### src/rtl/cascade_counter_if.sv
// Control and status bundle for cascade_counter.
// master drives the controls and observes the counter; slave is the counter.
interface cascade_counter_if #(
  parameter int WIDTH  = 8,
  parameter int STAGES = 2
);
  logic                      cen;
  logic                      clr;
  logic                      load;
  logic [STAGES*WIDTH-1:0]   load_val;
  logic [STAGES*WIDTH-1:0]   max_val;
  logic                      dir;
  logic [1:0]                mode;
  logic [STAGES*WIDTH-1:0]   count;
  logic [STAGES-1:0]         tc;
  logic                      done;
  logic                      sat;

  modport master (
    output cen, clr, load, load_val, max_val, dir, mode,
    input  count, tc, done, sat
  );

  modport slave (
    input  cen, clr, load, load_val, max_val, dir, mode,
    output count, tc, done, sat
  );
endinterface

### src/rtl/cascade_counter.sv
// Multi-stage chained counter with runtime terminal values, up/down
// direction, synchronous clear/load and wrap/saturate/one-shot modes.
// Stage 0 is least significant; stage k steps only when every lower
// stage is terminal on the same edge (single-cycle ripple).
module cascade_counter #(
  parameter int WIDTH  = 8,
  parameter int STAGES = 2
) (
  input logic             clk,
  input logic             rst,
  cascade_counter_if.slave bus
);

  localparam logic [1:0] MODE_SAT  = 2'b01;
  localparam logic [1:0] MODE_SHOT = 2'b10;

  logic [STAGES-1:0][WIDTH-1:0] cnt_q, cnt_d;
  logic [STAGES-1:0]            tc_q, tc_d;
  logic                         done_q, done_d;
  logic                         sat_q, sat_d;

  logic [STAGES-1:0]            term;
  logic [STAGES-1:0]            adv;
  logic                         cen_eff;
  logic                         chain_term;
  logic                         hold_sat;
  logic                         hold_shot;

  // A finished one-shot ignores cen until it is cleared or reloaded.
  assign cen_eff    = bus.cen & ~done_q;
  assign chain_term = &term;
  assign hold_sat   = cen_eff & chain_term & (bus.mode == MODE_SAT);
  assign hold_shot  = cen_eff & chain_term & (bus.mode == MODE_SHOT);

  // Per-stage terminal detect and the advance ripple from stage 0 upward.
  always_comb begin
    logic ripple;
    term   = '0;
    adv    = '0;
    ripple = cen_eff;
    for (int k = 0; k < STAGES; k++) begin
      if (bus.dir)
        term[k] = (cnt_q[k] == '0);
      else
        term[k] = (cnt_q[k] >= bus.max_val[k*WIDTH +: WIDTH]);
      adv[k] = ripple;
      ripple = ripple & term[k];
    end
  end

  // Next count, rollover pulses and hold flags; clr beats load beats cen.
  always_comb begin
    cnt_d  = cnt_q;
    tc_d   = '0;
    done_d = done_q;
    sat_d  = sat_q;
    if (bus.clr) begin
      cnt_d  = '0;
      done_d = 1'b0;
      sat_d  = 1'b0;
    end else if (bus.load) begin
      cnt_d  = bus.load_val;
      done_d = 1'b0;
      sat_d  = 1'b0;
    end else if (hold_sat) begin
      sat_d = 1'b1;
    end else if (hold_shot) begin
      done_d = 1'b1;
    end else begin
      // Saturation is released once counting can make progress again.
      if (cen_eff && !chain_term)
        sat_d = 1'b0;
      for (int k = 0; k < STAGES; k++) begin
        if (adv[k]) begin
          if (term[k]) begin
            cnt_d[k] = bus.dir ? bus.max_val[k*WIDTH +: WIDTH] : '0;
            tc_d[k]  = 1'b1;
          end else if (bus.dir) begin
            cnt_d[k] = cnt_q[k] - WIDTH'(1);
          end else begin
            cnt_d[k] = cnt_q[k] + WIDTH'(1);
          end
        end
      end
    end
  end

  // State registers with asynchronous clear.
  always_ff @(posedge clk or posedge rst) begin
    if (rst) begin
      cnt_q  <= '0;
      tc_q   <= '0;
      done_q <= 1'b0;
      sat_q  <= 1'b0;
    end else begin
      cnt_q  <= cnt_d;
      tc_q   <= tc_d;
      done_q <= done_d;
      sat_q  <= sat_d;
    end
  end

  assign bus.count = cnt_q;
  assign bus.tc    = tc_q;
  assign bus.done  = done_q;
  assign bus.sat   = sat_q;

endmodule

### src/flat_wrapper.sv
// flat-port wrapper written by rule: the top's interface ports become plain ports
module cascade_counter_flat 
#(
  parameter int WIDTH  = 8,
  parameter int STAGES = 2
)
  (clk, rst, bus_cen, bus_clr, bus_load, bus_load_val, bus_max_val, bus_dir, bus_mode, bus_count, bus_tc, bus_done, bus_sat);
  cascade_counter_if #(.WIDTH(WIDTH), .STAGES(STAGES)) bus_i ();
  input logic clk;
  input logic rst;
  input wire logic [$bits(bus_i.cen)-1:0] bus_cen;
  input wire logic [$bits(bus_i.clr)-1:0] bus_clr;
  input wire logic [$bits(bus_i.load)-1:0] bus_load;
  input wire logic [$bits(bus_i.load_val)-1:0] bus_load_val;
  input wire logic [$bits(bus_i.max_val)-1:0] bus_max_val;
  input wire logic [$bits(bus_i.dir)-1:0] bus_dir;
  input wire logic [$bits(bus_i.mode)-1:0] bus_mode;
  output wire logic [$bits(bus_i.count)-1:0] bus_count;
  output wire logic [$bits(bus_i.tc)-1:0] bus_tc;
  output wire logic [$bits(bus_i.done)-1:0] bus_done;
  output wire logic [$bits(bus_i.sat)-1:0] bus_sat;
  assign bus_i.cen = bus_cen;
  assign bus_i.clr = bus_clr;
  assign bus_i.load = bus_load;
  assign bus_i.load_val = bus_load_val;
  assign bus_i.max_val = bus_max_val;
  assign bus_i.dir = bus_dir;
  assign bus_i.mode = bus_mode;
  assign bus_count = bus_i.count;
  assign bus_tc = bus_i.tc;
  assign bus_done = bus_i.done;
  assign bus_sat = bus_i.sat;
  cascade_counter #(.WIDTH(WIDTH), .STAGES(STAGES)) u_core (.clk(clk), .rst(rst), .bus(bus_i));
endmodule
### config.mk
export PLATFORM = sky130hd
export DESIGN_NAME = cascade_counter_flat
export DESIGN_NICKNAME = d
export VERILOG_FILES = /design/src/rtl/cascade_counter_if.sv /design/src/rtl/cascade_counter.sv /design/src/flat_wrapper.sv
export SDC_FILE = /design/constraint.sdc
export NUM_CORES = 1
export LEC_CHECK = 0
export ABC_AREA = 1
export CORE_UTILIZATION = 40
export CTS_BUF_LIST = sky130_fd_sc_hd__clkbuf_4 sky130_fd_sc_hd__clkbuf_8 sky130_fd_sc_hd__clkbuf_16
export CTS_CLUSTER_DIAMETER = 80
export DETAILED_ROUTE_END_ITERATION = 8
export PLACE_DENSITY = 0.73
export REMOVE_ABC_BUFFERS = 1
export SLEW_MARGIN = 15
export SYNTH_ARGS = -nofsm -noshare
export SYNTH_HDL_FRONTEND = slang
export SYNTH_SLANG_ARGS = --single-unit
### constraint.sdc
create_clock -name clk -period 2.1 [get_ports clk]
set_input_delay 0.21 -clock clk [delete_from_list [all_inputs] [get_ports clk]]
set_output_delay 0.21 -clock clk [all_outputs]
set_load 0.02 [all_outputs]
==> results of run 1 <==
power groups by stage:
stage / Clock [mW] / Sequential [mW] / Combinational [mW]
3_3_place_gp: 0 / 0.473 / 1.09
5_1_grt: 0.281 / 0.476 / 1.35
6_report: 0.259 / 0.473 / 1.23
4_1_cts: 0.262 / 0.467 / 1.12
2_1_floorplan: 0 / 0.543 / 0.549
3_5_place_dp: 0 / 0.474 / 1.12
state kept, by name (all words and copies together), names as in the netlist:
register          flops
u_core.bus.count     16
u_core.bus.sat        1
u_core.bus.done       1
u_core.bus.tc         2
cell usage in the layout, fill, tap and decap left out, types with 3 or more instances in the layout:
cell type         n
nand2_1          91
buf_4            59
clkdlybuf4s50_1  54
nor2_1           47
inv_1            41
ha_1             24
o21ai_0          19
nand3_1          18
dfrtp_1          18
a21oi_1          16
nand4_1          10
nand3_2           9
xnor2_1           8
nand2_2           6
nand2_4           5
dlymetal6s2s_1    5
xor2_1            4
ha_4              4
nand3_4           3
o21ai_1           3
o21ai_2           3
nor3_2            3
clkbuf_8          3
kinds of logic after synthesis:
logic type	synth area share
simple gates	0.3856
buf+inv	0.09237
xor+xnor	0.04359
compound gates	0.1090
flops	0.2076
fa+ha+maj	0.1619
Yosys cell counts, types with 4 or more instances:
library cell   n  area (um2)
a21oi_1       17       85.08
clkbuf_1       4       15.01
dfrtp_1       20       500.5
ha_1          28       350.3
inv_1         44       165.2
nand2_1       96       360.4
nand2_2        5       31.28
nand3_1       19       95.09
nand3_2       11       110.1
nand4_1       10       62.56
nor2_1        48       180.2
o21ai_0       22       110.1
xnor2_1        8       70.07
xor2_1         4       35.03
final cells by class:
cell class / instances / area [um2]
tap: 72 / 90.09
sequential: 20 / 503.0
clock buffer: 3 / 41.29
inverter: 45 / 175.2
timing repair buffer: 122 / 1109
multi-input combinational: 291 / 1834
fill: 456 / 1889
layer usage:
metal  global-route usage  routed length [um]
met1               0.2924                3212
met2               0.3932                3631
met3              0.04000                 428
met4              0.04000                  57
met5                    0                   0
metrics by stage:
| stage | power (mW) | area (um2) | utilization |
|---|---|---|---|
| 2_1_floorplan | 1.092 | 2357 | - |
| 3_3_place_gp | 1.567 | 3483 | 0.6174 |
| 3_5_place_dp | 1.591 | 3483 | 0.6174 |
| 4_1_cts | 1.853 | 3525 | 0.6248 |
| 5_1_grt | 2.104 | 3752 | 0.6651 |
| 6_report | 1.958 | 3752 | 0.6651 |
worst max path at each step:
| stage | from | to | slack (ns) |
|---|---|---|---|
| finish | u_core.bus.count[2]$_DFFE_PP0P_ | u_core.bus.count[2]$_DFFE_PP0P_ | 0.07 |
| global route | u_core.bus.count[2]$_DFFE_PP0P_ | u_core.bus.count[3]$_DFFE_PP0P_ | -0.04 |
| CTS | bus_max_val[11] | u_core.bus.count[8]$_DFFE_PP0P_ | 0.06 |
| detailed placement | bus_max_val[11] | u_core.bus.count[8]$_DFFE_PP0P_ | -0.22 |
| global placement | bus_max_val[11] | u_core.bus.count[15]$_DFFE_PP0P_ | -0.18 |
| floorplan | u_core.bus.count[8]$_DFFE_PP0P_ | u_core.bus.count[10]$_DFFE_PP0P_ | -0.09 |
worst max-delay path, stage by stage (launching register included):
cell and delay [ns]:
dfrtp_2 0.46, buf_4 0.15, nor2_1 0.15, nand4_1 0.13, nand2_1 0.27, nand3_4 0.12
nor2_4 0.18, nand2_2 0.10, nand3_2 0.09, nand2_4 0.10, nand2_1 0.10, nand2_1 0.05
what timing repair did:
item	4_1_cts	5_1_grt
hold buffers	0	0
endpoints found under the setup margin	0	16
resized for setup	0	41
setup buffers	0	7
==> results.cfg, run 1 <==
[grt]
grt_max_degree = 21
first_global_vias = 2612
antenna_found_initial = 0
grt_pass1_wl_mm = 11.42
overflow = 0
grt_usage = 0.2261

[clocking]
cts-root-buf = clkbuf_8
path_clk_slew_ns = 0.08
clk_path_buf_depth = 2
cts_tree = built
cts.sinks = 20
htree_num_levels = 1
clock_latency_ns = 0.26
cts_made_buffers = 3

[logic_synthesis]
postSynthAreaPerCell_um2 = 6.606
synth-seq-area-share = 0.2076
synth_edf_count = 0
syn-cell-area_um2 = 2411
synthDistinctLibCells = 34
ys_ff_latch = 20
ys_warn_count = 0
syn_inst = 365
synthArstFlopShare = 1.000
synth_flop_cell = dfrtp_1

[floorplanning]
placementRows = 27
die_area_um2 = 6342
initial_core_util = 0.4274
die_y_um = 79.64
die_x_um = 79.64
io_pins = 60
core_um2 = 5642

[timing]
setup_ws_ns = 0.06707
worst_hold_slack_ns = 0.2795
finalCritPeriodShare = 0.9681
period_needed_ns = 2.033
fin_tns_setup_ns = 0
max_freq_ghz = 0.4919
hold_viol = 0
finalSetupViolCount = 0
rsz0062_at_grt = true
fin_skew_ns = 0.005204
tightest_slew_ns = 0.4150
maxSlewViolCount = 0
relSlewSlack = 0.7230

[final_layout]
diodes = 0
areaGrowthSynthToFinish_pct = 55.63
fin_nets = 553
stdcell_count = 553
drive_gt1_frac = 0.2370

[setup_path]
cp-start-kind = flop
cp-end-kind = flop
r2r_slack_ns = 0.07
r2r-end = u_core.bus.count[2]$_DFFE_PP0P_
reg2reg_from = u_core.bus.count[2]$_DFFE_PP0P_
critical_path_class = reg -> reg
cp_max_fo = 8
worstPathRequired_ns = 2.26
reg2regPathDepth = 11
worstPathArrival_ns = 2.19

[power_and_ir_drop]
ir_worst_vdd_v = 0.0003848
powerDensity_nw_per_um2 = 521.7
switching_share = 0.4108
p_int_mw = 1.154
combPwrFrac = 0.626
pwr-share-clk = 0.132
p_seq_frac = 0.242
p_leak_nw = 1.968
p_switching_mw = 0.8042

[detailed_routing]
wl_per_cell_um = 13.25
viasPerCell = 5.083
num_vias = 2811
route.detailed.drc = 0
first_iter_violations = 177
wirelength_mm = 7.330
antenna_left = 0
first_pass_iters = 4

[worst_hold_path]
min-delay-path-class = in -> async

[placed_design]
port_buffers = 59
hpwl_mm = 5.466
gp_congestion = 0.8640
dp_worst_setup_slack_ns = -0.2156
dp_cells = 543

[run_status]
status = finished clean

[flow_run]
max_cap_violations = 0
(Power assumes the default switching activity.)
==> inputs of run 2 (changes only) <==
CAP_MARGIN = 20   (was default)
CELL_PAD_IN_SITES_DETAIL_PLACEMENT = 1   (was default)
CELL_PAD_IN_SITES_GLOBAL_PLACEMENT = 2   (was default)
CORE_UTILIZATION = 27   (was 40)
PLACE_DENSITY = 0.88   (was 0.73)
SKIP_CTS_REPAIR_TIMING = 1   (was default)
==> run 2 against run 1 <==
The flow now finishes with violations (design-rule violations); die area rose by 47%; critical endpoint is now u_core.bus.count[12]$_DFFE_PP0P_; register-to-register slack worse by 0.03 ns; first-iteration DRC count is 58% lower.
==> results.cfg, run 2 (same netlist as run 1, synthesis figures left out) <==
[placed_design]
dp_cells = 582
port_buffers = 59
dpl_cell_area_um2 = 3563
hpwl_mm = 6.804
gp_congestion = 0.8091

[detailed_routing]
highest_layer = met4
wirelength_mm = 9.390
viasPerCell = 4.783
antenna_left = 0
wl_per_cell_um = 15.70
met1Wirelength_mm = 4.117
route.met3.wl_um = 235
num_vias = 2860
met2_length_mm = 4.976
first_pass_iters = 6
route.detailed.drc = 1
first_iter_violations = 74

[clocking]
cts-root-buf = clkbuf_8
clk_path_buf_depth = 2
cts.sinks = 20
htree_num_levels = 1
cts_tree = built
clock_latency_ns = 0.27
cts_made_buffers = 3
path_clk_slew_ns = 0.09

[power_and_ir_drop]
totalPowerFinal_mw = 2.178
ir_worst_vdd_v = 0.0002148
p_leak_nw = 2.084
p_seq_frac = 0.219
pwr-share-clk = 0.146
combPwrFrac = 0.635
p_switching_mw = 0.9093
p_int_mw = 1.269
powerDensity_nw_per_um2 = 533.1
switching_share = 0.4175

[floorplanning]
io_pins = 60
die_x_um = 96.50
placementRows = 34
die_area_um2 = 9311
core_um2 = 8678
initial_core_util = 0.2778
die_y_um = 96.50

[setup_path]
cp_max_fo = 7
critical_path_class = reg -> reg
cp-start-kind = flop
cp-startpoint = u_core.bus.count[9]$_DFFE_PP0P_
cp-end-kind = flop
reg2reg_from = u_core.bus.count[9]$_DFFE_PP0P_
worstPathRequired_ns = 2.31
worstPathArrival_ns = 2.27
r2r_slack_ns = 0.04

[final_layout]
diodes = 0
drive_gt1_frac = 0.3082
largest_register_ffs = 16
fin_nets = 561
layout_commonest_cell = nand2_1
final_cell_mix = nand2_1 (80), buf_4 (62), clkdlybuf4s50_1 (49)
areaGrowthSynthToFinish_pct = 69.43
final_cell_area_um2 = 4085
stdcell_count = 598

[grt]
grt_max_degree = 29
grt_pass1_wl_mm = 13.94
overflow = 0
first_global_vias = 2966
antenna_found_initial = 0
grt_usage = 0.1925

[timing]
fin_skew_ns = 0.007629
relSlewSlack = 0.7007
max_freq_ghz = 0.4848
period_needed_ns = 2.063
tightest_slew_ns = 0.4485
finalSetupViolCount = 0
maxSlewViolCount = 0
hold_viol = 0
finalCritPeriodShare = 0.9822
rsz0062_at_grt = true

[run_status]
status = complete, but fails checks
violations = design-rule violations

[flow_run]
max_cap_violations = 0

[worst_hold_path]
min-delay-path-class = in -> async
## run 2: cell count changes in the layout (fill, tap and decap cells not counted), moves of 4 or more
cell	delta
nor2_1	-5
inv_1	-4
ha_4	+7
nand2_2	+10
ha_1	-8
dlymetal6s2s_1	+5
clkdlybuf4s50_1	-5
nand2_1	-11
inv_2	+4
## run 2: area by class of cell
class,instances,area [um2]
inverters,45,175.2
fillers,1110,4593
well taps,108,135.1
flip-flops and latches,20,503.0
clock buffers,4,55.05
repair buffers,130,1222
multi-input cells,291,1994
## run 2: power by group through the flow
stage / logic (mW) / registers, mW / clock network, mW
final: 1.38 / 0.477 / 0.317
after global routing: 1.52 / 0.482 / 0.341
after CTS: 1.19 / 0.462 / 0.328
after detailed placement: 1.19 / 0.469 / 0
after global placement: 1.15 / 0.469 / 0
after floorplan: 0.549 / 0.543 / 0
## run 2: critical path, stage by stage (launching register included)
cell     delay, ns
dfrtp_1       0.43
ha_4          0.29
nand2_2       0.04
nand2_1       0.05
nand2_1       0.07
nand2_2       0.09
nand2_2       0.07
nand4_4       0.11
nand2_4       0.08
buf_12        0.15
buf_4         0.14
o21ai_1       0.15
nor2_1        0.06
nor2_1        0.11
nand2_1       0.09
nand2_1       0.06
## run 2: stage by stage
stage | hold WS (ns) | utilization | setup slack, ns | setup TNS, ns
floorplan | 0.1738 | - | -0.09498 | -0.7598
global placement | 0.5487 | 0.4106 | -0.2509 | -3.727
detailed placement | 0.5429 | 0.4106 | -0.3485 | -4.970
CTS | 0.2841 | 0.4170 | -0.08012 | -0.1848
global route | 0.3367 | 0.4707 | -0.06152 | -0.4521
finish | 0.2680 | 0.4707 | 0.03731 | 0
## run 2: routing by layer
layer  track usage  vias up
met5             0        -
met4       0.01593        0
met3       0.02269        7
met2        0.3550       39
met1        0.2481     1379
li1              -     1435
## run 2: path summary, 6_finish.rpt
path,to,cells after the start
max in group asynchronous,u_core.bus.count[12]$_DFFE_PP0P_,3
hold reg to reg,u_core.bus.sat$_DFFE_PP0P_,2
hold / removal,u_core.bus.count[6]$_DFFE_PP0P_,3
setup reg to reg,u_core.bus.count[12]$_DFFE_PP0P_,15
setup / recovery,u_core.bus.count[12]$_DFFE_PP0P_,15
min in group clk,u_core.bus.count[0]$_DFFE_PP0P_,5
